--- config.mk ---
export PLATFORM = sky130hd
export DESIGN_NAME = clkdiv_mux
export DESIGN_NICKNAME = d
export VERILOG_FILES = /design/src/rtl/clkdiv_mux.sv
export SDC_FILE = /design/constraint.sdc
export NUM_CORES = 1
export LEC_CHECK = 0
export ABC_AREA = 1
export CAP_MARGIN = 30
export CORE_UTILIZATION = 43
export CTS_BUF_LIST = sky130_fd_sc_hd__clkbuf_4 sky130_fd_sc_hd__clkbuf_8
export DETAILED_ROUTE_END_ITERATION = 10
export HOLD_SLACK_MARGIN = 0.1
export PLACE_DENSITY = 0.72
export SLEW_MARGIN = 5
export SYNTH_ARGS = -nofsm -noshare
export SYNTH_HDL_FRONTEND = slang
export SYNTH_SLANG_ARGS = --single-unit
--- constraint.sdc ---
create_clock -name clk -period 1.4 [get_ports clk]
set_input_delay 0.42 -clock clk [delete_from_list [all_inputs] [get_ports clk]]
set_output_delay 0.42 -clock clk [all_outputs]
set_load 0.005 [all_outputs]
--- src/rtl/clkdiv_mux.sv ---
// ---------------------------------------------------------------------------
// clkdiv_mux
//   NCH programmable clock dividers followed by a glitch-free selector that
//   hands one divided clock to a registered output. The selector only opens
//   or closes its gate while the relevant channel is low, so clk_out never
//   carries a runt high pulse.
//
// Optional build macro:
//   CLKDIV_SYNC_IN_EN - when defined, sel and en each pass through a 2-flop
//                       synchroniser (reset to 0) before the selector FSM.
//                       div_ratio is never synchronised.
//
// Ports:
//   clk        in   system clock, all logic on posedge
//   rst_n      in   asynchronous active-low reset
//   div_ratio  in   NCH*DIVW ratios, channel i in [i*DIVW +: DIVW]
//   sel        in   requested channel (values >= NCH are ignored)
//   en         in   output enable
//   div_clk    out  raw divided clocks, one per channel
//   clk_out    out  gated, selected clock (flop output)
//   active_sel out  channel currently driving clk_out
//   busy       out  high while a switch or enable change is in progress
// ---------------------------------------------------------------------------
module clkdiv_mux #(
  parameter int NCH  = 2,
  parameter int DIVW = 4,
  parameter int SELW = $clog2(NCH)
) (
  input  logic                  clk,
  input  logic                  rst_n,
  input  logic [NCH*DIVW-1:0]   div_ratio,
  input  logic [SELW-1:0]       sel,
  input  logic                  en,
  output logic [NCH-1:0]        div_clk,
  output logic                  clk_out,
  output logic [SELW-1:0]       active_sel,
  output logic                  busy
);

  localparam logic [SELW:0] LP_NCH = (SELW+1)'(NCH);

  typedef enum logic [1:0] {
    S_OFF   = 2'd0,
    S_ARM   = 2'd1,
    S_RUN   = 2'd2,
    S_DRAIN = 2'd3
  } state_t;

  // Divider state
  logic [DIVW-1:0] r_cnt [NCH];
  logic [DIVW-1:0] r_shd [NCH];
  logic [NCH-1:0]  r_div_clk;
  logic [NCH-1:0]  w_div_clk_nxt;

  // Selector state
  state_t          r_state;
  state_t          w_state_nxt;
  logic            r_gate;
  logic            w_gate_nxt;
  logic [SELW-1:0] r_active_sel;
  logic [SELW-1:0] w_active_sel_nxt;
  logic            r_clk_out;

  // FSM-side view of the control inputs
  logic [SELW-1:0] w_sel;
  logic            w_en;
  logic            w_sel_ok;
  logic            w_req_clk;
  logic            w_act_clk;

`ifdef CLKDIV_SYNC_IN_EN
  logic [SELW-1:0] r_sel_s1;
  logic [SELW-1:0] r_sel_s2;
  logic            r_en_s1;
  logic            r_en_s2;

  always_ff @(posedge clk or negedge rst_n) begin
    if (!rst_n) begin
      r_sel_s1 <= '0;
      r_sel_s2 <= '0;
      r_en_s1  <= 1'b0;
      r_en_s2  <= 1'b0;
    end else begin
      r_sel_s1 <= sel;
      r_sel_s2 <= r_sel_s1;
      r_en_s1  <= en;
      r_en_s2  <= r_en_s1;
    end
  end

  assign w_sel = r_sel_s2;
  assign w_en  = r_en_s2;
`else
  assign w_sel = sel;
  assign w_en  = en;
`endif

  // ---- Divider stage: next-state toggles are shared with the output flop ----
  always_comb begin
    w_div_clk_nxt = r_div_clk;
    for (int i = 0; i < NCH; i++) begin
      if (r_cnt[i] == r_shd[i]) begin
        w_div_clk_nxt[i] = ~r_div_clk[i];
      end
    end
  end

  always_ff @(posedge clk or negedge rst_n) begin
    if (!rst_n) begin
      for (int i = 0; i < NCH; i++) begin
        r_cnt[i] <= '0;
        r_shd[i] <= '0;
      end
      r_div_clk <= '0;
    end else begin
      for (int i = 0; i < NCH; i++) begin
        if (r_cnt[i] == r_shd[i]) begin
          r_cnt[i] <= '0;
          // New ratio is picked up only at a toggle, so a half-period in
          // flight is never cut short.
          r_shd[i] <= div_ratio[i*DIVW +: DIVW];
        end else begin
          r_cnt[i] <= r_cnt[i] + 1'b1;
        end
      end
      r_div_clk <= w_div_clk_nxt;
    end
  end

  // ---- Selector stage ----
  assign w_sel_ok  = ({1'b0, w_sel} < LP_NCH);
  // An out-of-range request reads as "high" so it can never arm.
  assign w_req_clk = w_sel_ok ? r_div_clk[w_sel] : 1'b1;
  assign w_act_clk = r_div_clk[r_active_sel];

  always_comb begin
    w_state_nxt      = r_state;
    w_gate_nxt       = r_gate;
    w_active_sel_nxt = r_active_sel;
    case (r_state)
      S_OFF: begin
        w_gate_nxt = 1'b0;
        if (w_en && w_sel_ok) begin
          w_state_nxt = S_ARM;
        end
      end
      S_ARM: begin
        if (!w_en) begin
          w_state_nxt = S_OFF;
        end else if (w_sel_ok && !w_req_clk) begin
          // Registered channel is low: opening the gate now lets the next
          // rising edge through as a full-width pulse.
          w_active_sel_nxt = w_sel;
          w_gate_nxt       = 1'b1;
          w_state_nxt      = S_RUN;
        end
      end
      S_RUN: begin
        if (!w_en || (w_sel_ok && (w_sel != r_active_sel))) begin
          w_state_nxt = S_DRAIN;
        end
      end
      S_DRAIN: begin
        // Gate stays open until the current high phase has finished.
        if (!w_act_clk) begin
          w_gate_nxt  = 1'b0;
          w_state_nxt = w_en ? S_ARM : S_OFF;
        end
      end
      default: begin
        w_gate_nxt  = 1'b0;
        w_state_nxt = S_OFF;
      end
    endcase
  end

  always_ff @(posedge clk or negedge rst_n) begin
    if (!rst_n) begin
      r_state      <= S_OFF;
      r_gate       <= 1'b0;
      r_active_sel <= '0;
      r_clk_out    <= 1'b0;
    end else begin
      r_state      <= w_state_nxt;
      r_gate       <= w_gate_nxt;
      r_active_sel <= w_active_sel_nxt;
      // Built from next-state values so clk_out lines up with div_clk.
      r_clk_out    <= w_gate_nxt & w_div_clk_nxt[w_active_sel_nxt];
    end
  end

  assign div_clk    = r_div_clk;
  assign clk_out    = r_clk_out;
  assign active_sel = r_active_sel;
  assign busy       = (r_state == S_ARM) | (r_state == S_DRAIN);

endmodule
### Word level (Yosys, flattened, before mapping)

Cells that the tools add are included.

* input port bits: 12
* register bits after elaboration: 23
* logic and storage cells: 56

* reduce and logical (&&, ||, !) cells: 4
* $add $sub $neg: 2
* bitwise operators: 4
* equality and inequality tests: 10
* $lt $le $gt $ge: 3
* muxes and demuxes: 24

Operator list (number)
* 2-to-1 mux 1 bit: 15
* 2-to-1 mux 2 bit: 5
* adder 4 x 1 -> 4 bit, second input constant: 2
* equality test 4 bit: 2
* 2-to-1 mux 4 bit: 2
* one-hot mux 2 bit (4 select lines): 1
* less-than comparator 1 x 2 -> 1 bit, second input constant: 3
* inequality test 2 bit, second input constant: 3
* equality test 2 bit, second input constant: 2
* AND reduction 4 bit: 1
* inequality test 3 bit, second input constant: 1
* one-hot mux 1 bit (3 select lines): 1
* equality test 2 x 1 -> 1 bit, second input constant: 1
* logical NOT 2 bit: 1
* NOT 1 bit: 2
* bitwise AND 1 bit: 1
* logical NOT 1 bit: 1
* logical OR 1 bit: 1
* inequality test 1 bit: 1
* bitwise OR 1 bit: 1

### Longest topological paths before layout

* depth in word-level cells: 8
* mapped depth: 9
* depth with buffers taken out: 9

### Worst setup path before layout

Ideal clock, no wire load.

* path type: reg-to-reg
* start: reg r_cnt[4] (netlist bit)
* end: reg r_shd[6] (netlist bit)
* stages on the path, launching flop included: 10
* buffers on the path: 1
* arrival: 0.950 ns
* path slack: 0.332 ns
* setup time: 0.117 ns
* required time: 1.283 ns
* cell sequence: dfrtp_1 -> inv_1 -> nand2_1 -> nand2_1 -> nor2_1 -> nand2_2 -> clkinv_2 -> buf_12 -> nand2_2 -> o21ai_2

* word-level cells in the longest chain between the ends: 1

Ends and longest elaborated chain
* from (decl): RTL line 50 `logic [DIVW-1:0] r_cnt [NCH];`
* from (signal, indexed assignment): RTL line 123 `r_cnt[i] <= r_cnt[i] + 1'b1;`
* equality test 4 bit: RTL line 117 `if (r_cnt[i] == r_shd[i]) begin`
* to (signal, indexed assignment): RTL line 121 `r_shd[i] <= div_ratio[i*DIVW +: DIVW];`
* to (decl): RTL line 51 `logic [DIVW-1:0] r_shd [NCH];`

No other way between the ends.
A chain may end at the register's enable or synchronous reset.

### Final worst setup path

* start: reg r_div_clk[0], in the netlist div_clk[0]
* end: out div_clk[0]

RTL lines
* from (decl): RTL line 52 `logic [NCH-1:0] r_div_clk;`
* from (signal assigned): RTL line 126 `r_div_clk <= w_div_clk_nxt;`
* to (decl): RTL line 34 `output logic [NCH-1:0] div_clk,`

No word-level cell between the ends.

==> results.toml <==
[setup_path]
crit_chain = "clkdlybuf4s15_1"
cp-start-kind = "flop"
cp.required_ns = 0.98
crit_arrival_ns = 0.91
cp_slowest_cell = "dfrtp_1"
max_stage_delay_ns = 0.40
path_class = "flop to primary output"
worst-path-buf-inv = 1
crit_fanout = 2
path_delay_family = "flip-flops"
end_kind = "primary output"

[global_route]
grt_pass1_wl_um = 3581
grt_pass1_vias = 925
grt.busiest_layer = "met2"
track_usage = 0.1726
grt_util_met1 = 0.1861
met3_usage = 0.06284
met2_usage = 0.2912
grt_max_degree = 24
grt_antenna_before_repair = 0
overflow = 0

[route]
routed_wl_um = 2102
vias = 1003
ant_nets = 0
drt_iter0_drc = 16
vias_per_cell = 4.893
wl_per_cell_um = 10.25
first_pass_iters = 6
drc = 0

[synthesis]
synth_area_leader_cell = "dfrtp_1"
netlist.area_leader.share = 0.4733
synth.most_common_cell = "nand2_1"
ys_warn_count = 0
synth_seq_cells = 23
synth_cell_type_count = 22
synth_area_per_cell_um2 = 8.001
async_flop_share = 1.000
synth-edff-count = 0
synth-main-ff-cell = "dfrtp_1"
ys_seq_area_frac = 0.4733
syn_inst = 152
syn-num-nets = 166
synth_area_um2 = 1216
yosys-top-cells-area = "dfrtp_1 47%, nand2_1 14%, inv_1 7.7%"
synthTopCellsByCount = "44 x nand2_1, 25 x inv_1, 23 x dfrtp_1"

[min_path]
hold_path.class = "input port to asynchronous set/reset pin"

[placement]
hpwl_um = 1567
placed_area_um2 = 1421
gp_congestion = 0.7330
port_buffers = 16
dp.cells = 199

[sta]
hold_violations = 0
tightest_slew_ns = 0.1916
rsz0062_at_grt = "no"
fmax_mhz = 751.3
slew_headroom = 0.8721
setup_violations = 0
worst_hold_slack_ns = 0.4356
finalCritPeriodShare = 0.9507
finalSetupTns_ns = 0
maxSlewViolCount = 0
finalCriticalPeriod_ns = 1.331
clock-skew-final_ns = 0.004282

[clock_tree]
cts_tree = "built"
numCtsBuffers = 3
clk_path_buf_depth = 2
cts_hold_buf = 0
path_clk_slew_ns = 0.12
clock_sinks = 23
h-tree-depth = 1
clk_root_buffer_cell = "clkbuf_4"
clkLatencyLatePin_ns = 0.31

[die]
num_rows = 18
io_pins = 17
dieWidth_um = 55.18
coreArea_um2 = 2567
initial_core_util = 0.4737
dieArea_um2 = 3045
die_h_um = 55.18

[cells_and_area]
design_area_um2 = 1456
fin_nets = 190
antenna_cells = 0
num-fill-cells = 242
drive_gt1_frac = 0.2000
area_delta_synth_final_pct = 19.75
instances_no_fill = 205

[power_and_ir_drop]
p_leak_nw = 0.7812
power_density_nw_per_um2 = 2233
vdd_ir_drop_max_mv = 1.241

[outcome]
outcome = "complete, no violations"

[run]
max-cap-violations = 0
==> layer usage <==
| metal | part of all wire | vias up |
|---|---|---|
| met5 | 0 | - |
| met2 | 0.51 | 25 |
| met3 | 0.048 | 6 |
| li1 | - | 504 |
| met4 | 0.028 | 0 |
| met1 | 0.42 | 468 |
==> worst paths after layout <==
path,startpoint,to,slack (ns),cells after the start
setup / recovery,div_clk[0],div_clk[0],0.07,1
hold / removal,rst_n,r_shd[5],0.44,2
setup reg to reg,div_clk[1],clk_out,0.14,9
hold reg to reg,r_cnt[4],r_cnt[4],0.54,1
max in group asynchronous,rst_n,r_shd[1],0.83,2
min in group clk,sel,active_sel,0.47,3
==> state kept, by name, summed over array words and instances, names as in the netlist, named ones only <==
register / count
r_shd: 8
active_sel: 1
div_clk: 2
r_gate: 1
clk_out: 1
r_cnt: 8
r_state: 1
==> area by class of cell <==
class / count / area, um^2 / share of cell area
multi-input combinational: 97 / 494.2 / 0.3393
sequential: 23 / 575.6 / 0.3952
inverter: 29 / 111.4 / 0.07646
clock inverter: 1 / 5.005 / 0.003436
clock buffer: 3 / 22.52 / 0.01546
tap: 30 / 37.54 / 0.02577
timing repair buffer: 22 / 210.2 / 0.1443
==> cells by family (layout without fill, tap and decap cells) <==
logic type	count (synthesis)	in the layout	share of synthesized area
buffers and inverters	32	55	0.1204
AO/OA/AOI/OAI	11	11	0.06584
XOR/XNOR	4	4	0.02881
adder cells (fa/ha/maj)	2	2	0.02057
flip-flops	23	23	0.4732
AND/OR/NAND/NOR	80	80	0.2912
==> worst reg2reg max path: cells and delay by family, from the launching register on <==
kind / cells / cell delay (ns)
buffers and inverters: 3 / 0.28
and+or+nand+nor: 6 / 0.48
DFF: 1 / 0.40
==> cells in the final DEF, fill, tap and decap left out, drive strengths merged, types with 2 or more instances in the layout <==
cell type,n
dfrtp,23
clkbuf,5
clkdlybuf4s15,3
buf,6
inv,27
nand3,11
clkinv,3
clkdlybuf4s50,10
xor2,2
xnor2,2
ha,2
nand2,53
nor2,15
o21ai,9
==> power breakdown <==
group	switching, W	internal (W)	leakage, nW	total [W]
combinational	0.000977	0.000725	0.480	0.00170
sequential	0.000239	0.00100	0.284	0.00124
clock	0.000204	0.000107	0.0177	0.000311
==> per-stage QoR <==
| stage | total power (W) | utilization | setup WS (ns) |
|---|---|---|---|
| finish | 0.003252 | 0.5673 | 0.06906 |
| floorplan | 0.002592 | - | 0.3324 |
| global route | 0.003611 | 0.5673 | 0.003029 |
| CTS | 0.003302 | 0.5702 | 0.04696 |
| global placement | 0.002897 | 0.5536 | -0.2122 |
| detailed placement | 0.002974 | 0.5536 | -0.2702 |
==> timing repair <==
item                                    in CTS  in global routing
setup buffers                                2                  0
gates cloned                                 0                  0
gates resized for setup                     10                  3
endpoints found under the setup margin       5                  3
No activity file was read; power rests on OpenSTA's default activity.
==> edit 1 (config.mk and constraints unchanged) <==
The parameter `DIVW` goes from 4 to 3.
--- a/src/rtl/clkdiv_mux.sv
+++ b/src/rtl/clkdiv_mux.sv
@@ -23,7 +23,7 @@
 // ---------------------------------------------------------------------------
 module clkdiv_mux #(
   parameter int NCH  = 2,
-  parameter int DIVW = 4,
+  parameter int DIVW = 3,
   parameter int SELW = $clog2(NCH)
 ) (
   input  logic                  clk,
Ports: changed (resized div_ratio); port bits go from 17 to 15. No check against the original RTL was run, so the function may have changed too.
==> edit 1 against the unedited design <==
  * Worst setup slack worse by 20 ps
  * Sequential cell count down 4
  * Die area fell by 20%
  * Wire length fell by 20%
  * Final area is 18% lower
  * Clock skew is 1.5 ps higher
  * Total power fell by 19%
  * Synthesized area is 21% lower
  * Highest routed layer unchanged
==> edit 1: results (changes against the unedited design) <==
[power_and_ir_drop]
leakage_nw=0.666  ; was 0.781 nW
swShare=0.423  ; was 0.436
peakVddDrop_mv=1.10  ; was 1.24 mV

[finish]
fin_cells=168  ; was 205
fill_cells=204  ; was 242
final_net_count=154  ; was 190

[route]
drt_iter0_drc=13  ; was 16
drt_wl_total_um=1680  ; was 2100 um
vias=786  ; was 1,003
drt-pass1-iter-count=4  ; was 6

[timing]
fin_hold_ws_ps=440  ; was 436 ps
slew_headroom=0.841  ; was 0.872
fin_worst_skew_ps=5.82  ; was 4.28 ps

[placed_design]
dpl-instance-area_um2=1160  ; was 1420 um^2
gp_congestion=0.807  ; was 0.733
hpwlAfterDp_um=1280  ; was 1570 um
dp_cells=163  ; was 199

[critical_path]
reg2reg_from=div_clk[0]$_DFF_PN0_  ; was div_clk[1]$_DFF_PN0_
cp_max_fo=2  ; unchanged
critical-path-max-stage-delay_ps=380  ; was 400 ps
arrival_ps=930  ; was 910 ps
regToRegSetupSlack_ps=160  ; was 140 ps

[clock_tree]
root_buffer=clkbuf_4  ; unchanged
clk_pin_slew_ps=110
clk_latency_ps=290  ; was 310 ps
htree_num_levels=1  ; unchanged

[global_route]
grt_pass1_wl_um=3310  ; was 3580 um
grt_pass1_vias=816  ; was 925
grt_max_degree=20  ; was 24
grt_usage=0.176  ; was 0.173

[synthesis]
synth_common_cells=nand2_1 (35), inv_1 (21), dfrtp_1 (19)  ; was nand2_1 (44), inv_1 (25), dfrtp_1 (23)
synthDistinctLibCells=19  ; was 22
syn_inst=118  ; was 152
ys_seq_area_frac=0.494  ; was 0.473
synth_nets=130  ; was 166
synth.area.top_cells=dfrtp_1 (49%), nand2_1 (14%), inv_1 (8.2%)  ; was dfrtp_1 (47%), nand2_1 (14%), inv_1 (7.7%)

[run_status]
status=finished, final reports clean  ; unchanged

[edit 1: cell count changes in the layout (fill, tap and decap cells not counted), sizes merged, moves of 3 or more]
cell / before / now
o21ai: 9 / 4
dfrtp: 23 / 19
a21oi: 1 / 4
inv: 27 / 23
nand2: 53 / 41
nor2: 15 / 8
[edit 1: logic make-up after synthesis]
logic type,after synthesis,synth area share
buffers and inverters,24,0.0988
flip-flops,19,0.494
AND/OR/NAND/NOR,60,0.287
XOR/XNOR,4,0.0442
AO/OA/AOI/OAI,9,0.0494
adder cells (fa/ha/maj),2,0.0260
[edit 1: power groups by stage]
stage                     registers (mW)  clock network (mW)  logic (mW)
after floorplan                     1.02                   0       0.954
after global placement              1.02                   0        1.31
after detailed placement            1.04                   0        1.36
after CTS                           1.03               0.283        1.36
after global routing                1.06               0.303        1.59
final                               1.02               0.275        1.33
[edit 1: layer usage]
layer,global-route usage,vias up,wire (um)
met2,0.304,12,850
met1,0.222,368,772
met4,0.0735,0,14
met3,0.0187,2,44
li1,-,404,-
met5,0,-,0
[edit 1: timing repair]
item / CTS / global route
resized for setup: 6 / 4
buffers inserted: 1 / 0
pin swaps: 0 / 0
endpoints found under the setup margin: 5 / 4
[edit 1: layout make-up]
cell class	instances	area [um^2]	area share
clock buffer	3	22.5	0.0188
sequential	19	475	0.398
timing repair buffer	20	180	0.151
clock inverter	1	5.00	0.00419
tap	27	33.8	0.0283
inverter	23	86.3	0.0723
multi-input combinational	75	392	0.328
[edit 1: worst max-delay path by stage]
stage | endpoint | cells past startpoint | start | slack, ps
2_1_floorplan | clk_out$_DFF_PN0_ | 6 | r_shd[1]$_DFFE_PN0N_ | 310
3_3_place_gp | clk_out$_DFF_PN0_ | 10 | sel | -210
3_5_place_dp | clk_out$_DFF_PN0_ | 10 | sel | -250
4_1_cts | div_clk[0] | 1 | div_clk[0]$_DFF_PN0_ | 10
5_1_grt | busy | 1 | r_state[0]$_DFFE_PN0P_ | 2
6_report | busy | 1 | r_state[0]$_DFFE_PN0P_ | 50
==> edit 2 (same flow settings) <==
Without the edit above. The 4 states of `state_t` get a one-hot encoding in 4 bits.
--- a/src/rtl/clkdiv_mux.sv
+++ b/src/rtl/clkdiv_mux.sv
@@ -39,11 +39,11 @@
 
   localparam logic [SELW:0] LP_NCH = (SELW+1)'(NCH);
 
-  typedef enum logic [1:0] {
-    S_OFF   = 2'd0,
-    S_ARM   = 2'd1,
-    S_RUN   = 2'd2,
-    S_DRAIN = 2'd3
+  typedef enum logic [3:0] {
+    S_OFF   = 4'b0001,
+    S_ARM   = 4'b0010,
+    S_RUN   = 4'b0100,
+    S_DRAIN = 4'b1000
   } state_t;
 
   // Divider state
Function: no difference found for any inputs over 10 cycles, from zero or initial values and one cycle with rst_n low; not proved beyond that.
==> edit 2 against the unedited design <==
  * The run now ends with negative setup slack left
  * Synthesized area is 8.8% higher
  * Sequential cell count is 2 higher
  * Highest routed layer unchanged
  * Worst setup slack worse by 280 ps
  * Wire length is 14% higher
  * Critical path type unchanged
  * Final area is 16% higher
  * Clock skew is 0.96 ps lower
  * Total power is 5.5% higher
  * Synthesized cell count is 8.6% higher
==> edit 2: results (changes against the unedited design) <==
[global_route]
antenna_found_initial=0  ; unchanged
grt_pass1_wl_um=4220  ; was 3580 um
grt_usage=0.166  ; was 0.173
grt_pass1_vias=1038  ; was 925
grt_max_degree=26  ; was 24

[run_status]
violations=negative setup slack
status=complete, but fails checks  ; was finished, final reports clean

[clock_tree]
clk_path_buf_depth=2  ; unchanged
htree_num_levels=1  ; unchanged
clk_pin_slew_ps=130
cts_made_buffers=3  ; unchanged
clk_latency_ps=310  ; about the same
root_buffer=clkbuf_4  ; unchanged

[critical_path]
r2r_end=r_state[0]$_DFFE_PN1P_  ; was clk_out$_DFF_PN0_
regToRegSetupSlack_ps=30  ; was 140 ps
r2r_cells=10  ; was 9
cp_max_fo=3  ; was 2
path_class=reg2out  ; unchanged
critical-path-max-stage-delay_ps=470  ; was 400 ps
critPathCapture=busy  ; was div_clk[0]
slowest_stage=dfrtp_2  ; was dfrtp_1
startpoint=r_state[2]$_DFFE_PN0P_  ; was div_clk[0]$_DFF_PN0_
path_delay_family=flip-flops  ; unchanged
reg2reg_from=r_state[0]$_DFFE_PN1P_  ; was div_clk[1]$_DFF_PN0_
arrival_ps=1190  ; was 910 ps

[route]
vias=1065  ; was 1,003
drt_iter0_drc=20  ; was 16
wire_per_inst_um=10.4  ; was 10.3 um
drt-pass1-iter-count=4  ; was 6

[power_and_ir_drop]
peakVddDrop_mv=1.11  ; was 1.24 mV
leakage_nw=0.890  ; was 0.781 nW

[placed_design]
gp_congestion=0.807  ; was 0.733
portBuffers=16  ; unchanged
dpl-instance-area_um2=1620  ; was 1420 um^2
dp_slack_ps=-340  ; was -270 ps
hpwlAfterDp_um=1870  ; was 1570 um

[synthesis]
synth_nets=179  ; was 166
yosysWarnings=0  ; unchanged
synth.area.top_cells=dfrtp_1 (45%), nand2_1 (15%), inv_1 (6.2%)  ; was dfrtp_1 (47%), nand2_1 (14%), inv_1 (7.7%)
ys_seq_area_frac=0.474  ; was 0.473
synthDistinctLibCells=22  ; unchanged
synth-async-reset-ratio=1.00  ; unchanged
synth_common_cells=nand2_1 (53), dfrtp_1 (24), inv_1 (22)  ; was nand2_1 (44), inv_1 (25), dfrtp_1 (23)
synth_area_leader_cell=dfrtp_1  ; unchanged

[timing]
fin_hold_ws_ps=448  ; was 436 ps
worst_pin_slew_ps=197  ; was 192 ps
worst_slack_ps=-206  ; was 69.1 ps
fin_worst_skew_ps=3.32  ; was 4.28 ps
setup_violations=1  ; was 0

[finish]
drive_gt1_frac=0.271  ; was 0.200
final_net_count=214  ; was 190
n_antenna_cell=0  ; unchanged
top_regs=r_cnt (8), r_shd (8), r_state (4)

[worst_hold_path]
worstHoldPathType=in2async  ; unchanged

-- edit 2: area by class of cell --
class                           instances  area (um^2)
Inverter                               27          104
Fill cell                             263         1140
Sequential cell                        25          628
Tap cell                               31         38.8
Multi-Input combinational cell        112          612
Clock buffer                            3         22.5
Timing Repair Buffer                   31          282
Clock inverter                          1         5.00
-- edit 2: worst register-to-register path: stages (launching register included) --
cell     delay, ps
dfstp_2        580
inv_4           60
nand3_4         60
nand2_2         50
buf_4          120
buf_4          120
buf_4          120
nand2_1         40
o21ai_1         60
nand2_1         50
nand2_1         60
-- edit 2: report_power, final --
part / internal (mW) / total, mW / switching [mW]
clock: 0.107 / 0.308 / 0.201
combinational: 0.801 / 1.80 / 1.00
sequential: 1.06 / 1.32 / 0.265
total: 1.96 / 3.43 / 1.47
-- edit 2: timing repair --
item | in CTS | in global routing
endpoints found under the setup margin | 6 | 6
setup buffers | 3 | 1
resized for setup | 18 | 9
hold endpoints to repair | 0 | 0
hold buffers | 0 | 0
pin swaps | 8 | 6
-- edit 2: through the flow --
stage	instances	utilization	setup TNS [ps]
global route	230	0.598	-387
CTS	229	0.590	-226
floorplan	165	-	0
detailed placement	224	0.573	-1700
finish	230	0.598	-206
global placement	224	0.573	-1430
-- edit 2: logic make-up (layout without fill, tap and decap cells) --
kind of cell	count (synthesis)	after routing	synth area share
buffers and inverters	28	62	0.0851
xor gates and xnor gates	6	6	0.0397
AOI/OAI and AO/OA	11	11	0.0520
DFF	25	25	0.474
adders and majority gates	2	2	0.0189
and+or+nand+nor	93	93	0.331
-- edit 2: per-layer routing --
metal,share of wire,GRT usage,vias up
met5,0,0,-
met4,0.0042,0.0418,0
met3,0.021,0.0272,2
met2,0.58,0.327,9
met1,0.40,0.182,487
li1,-,-,567
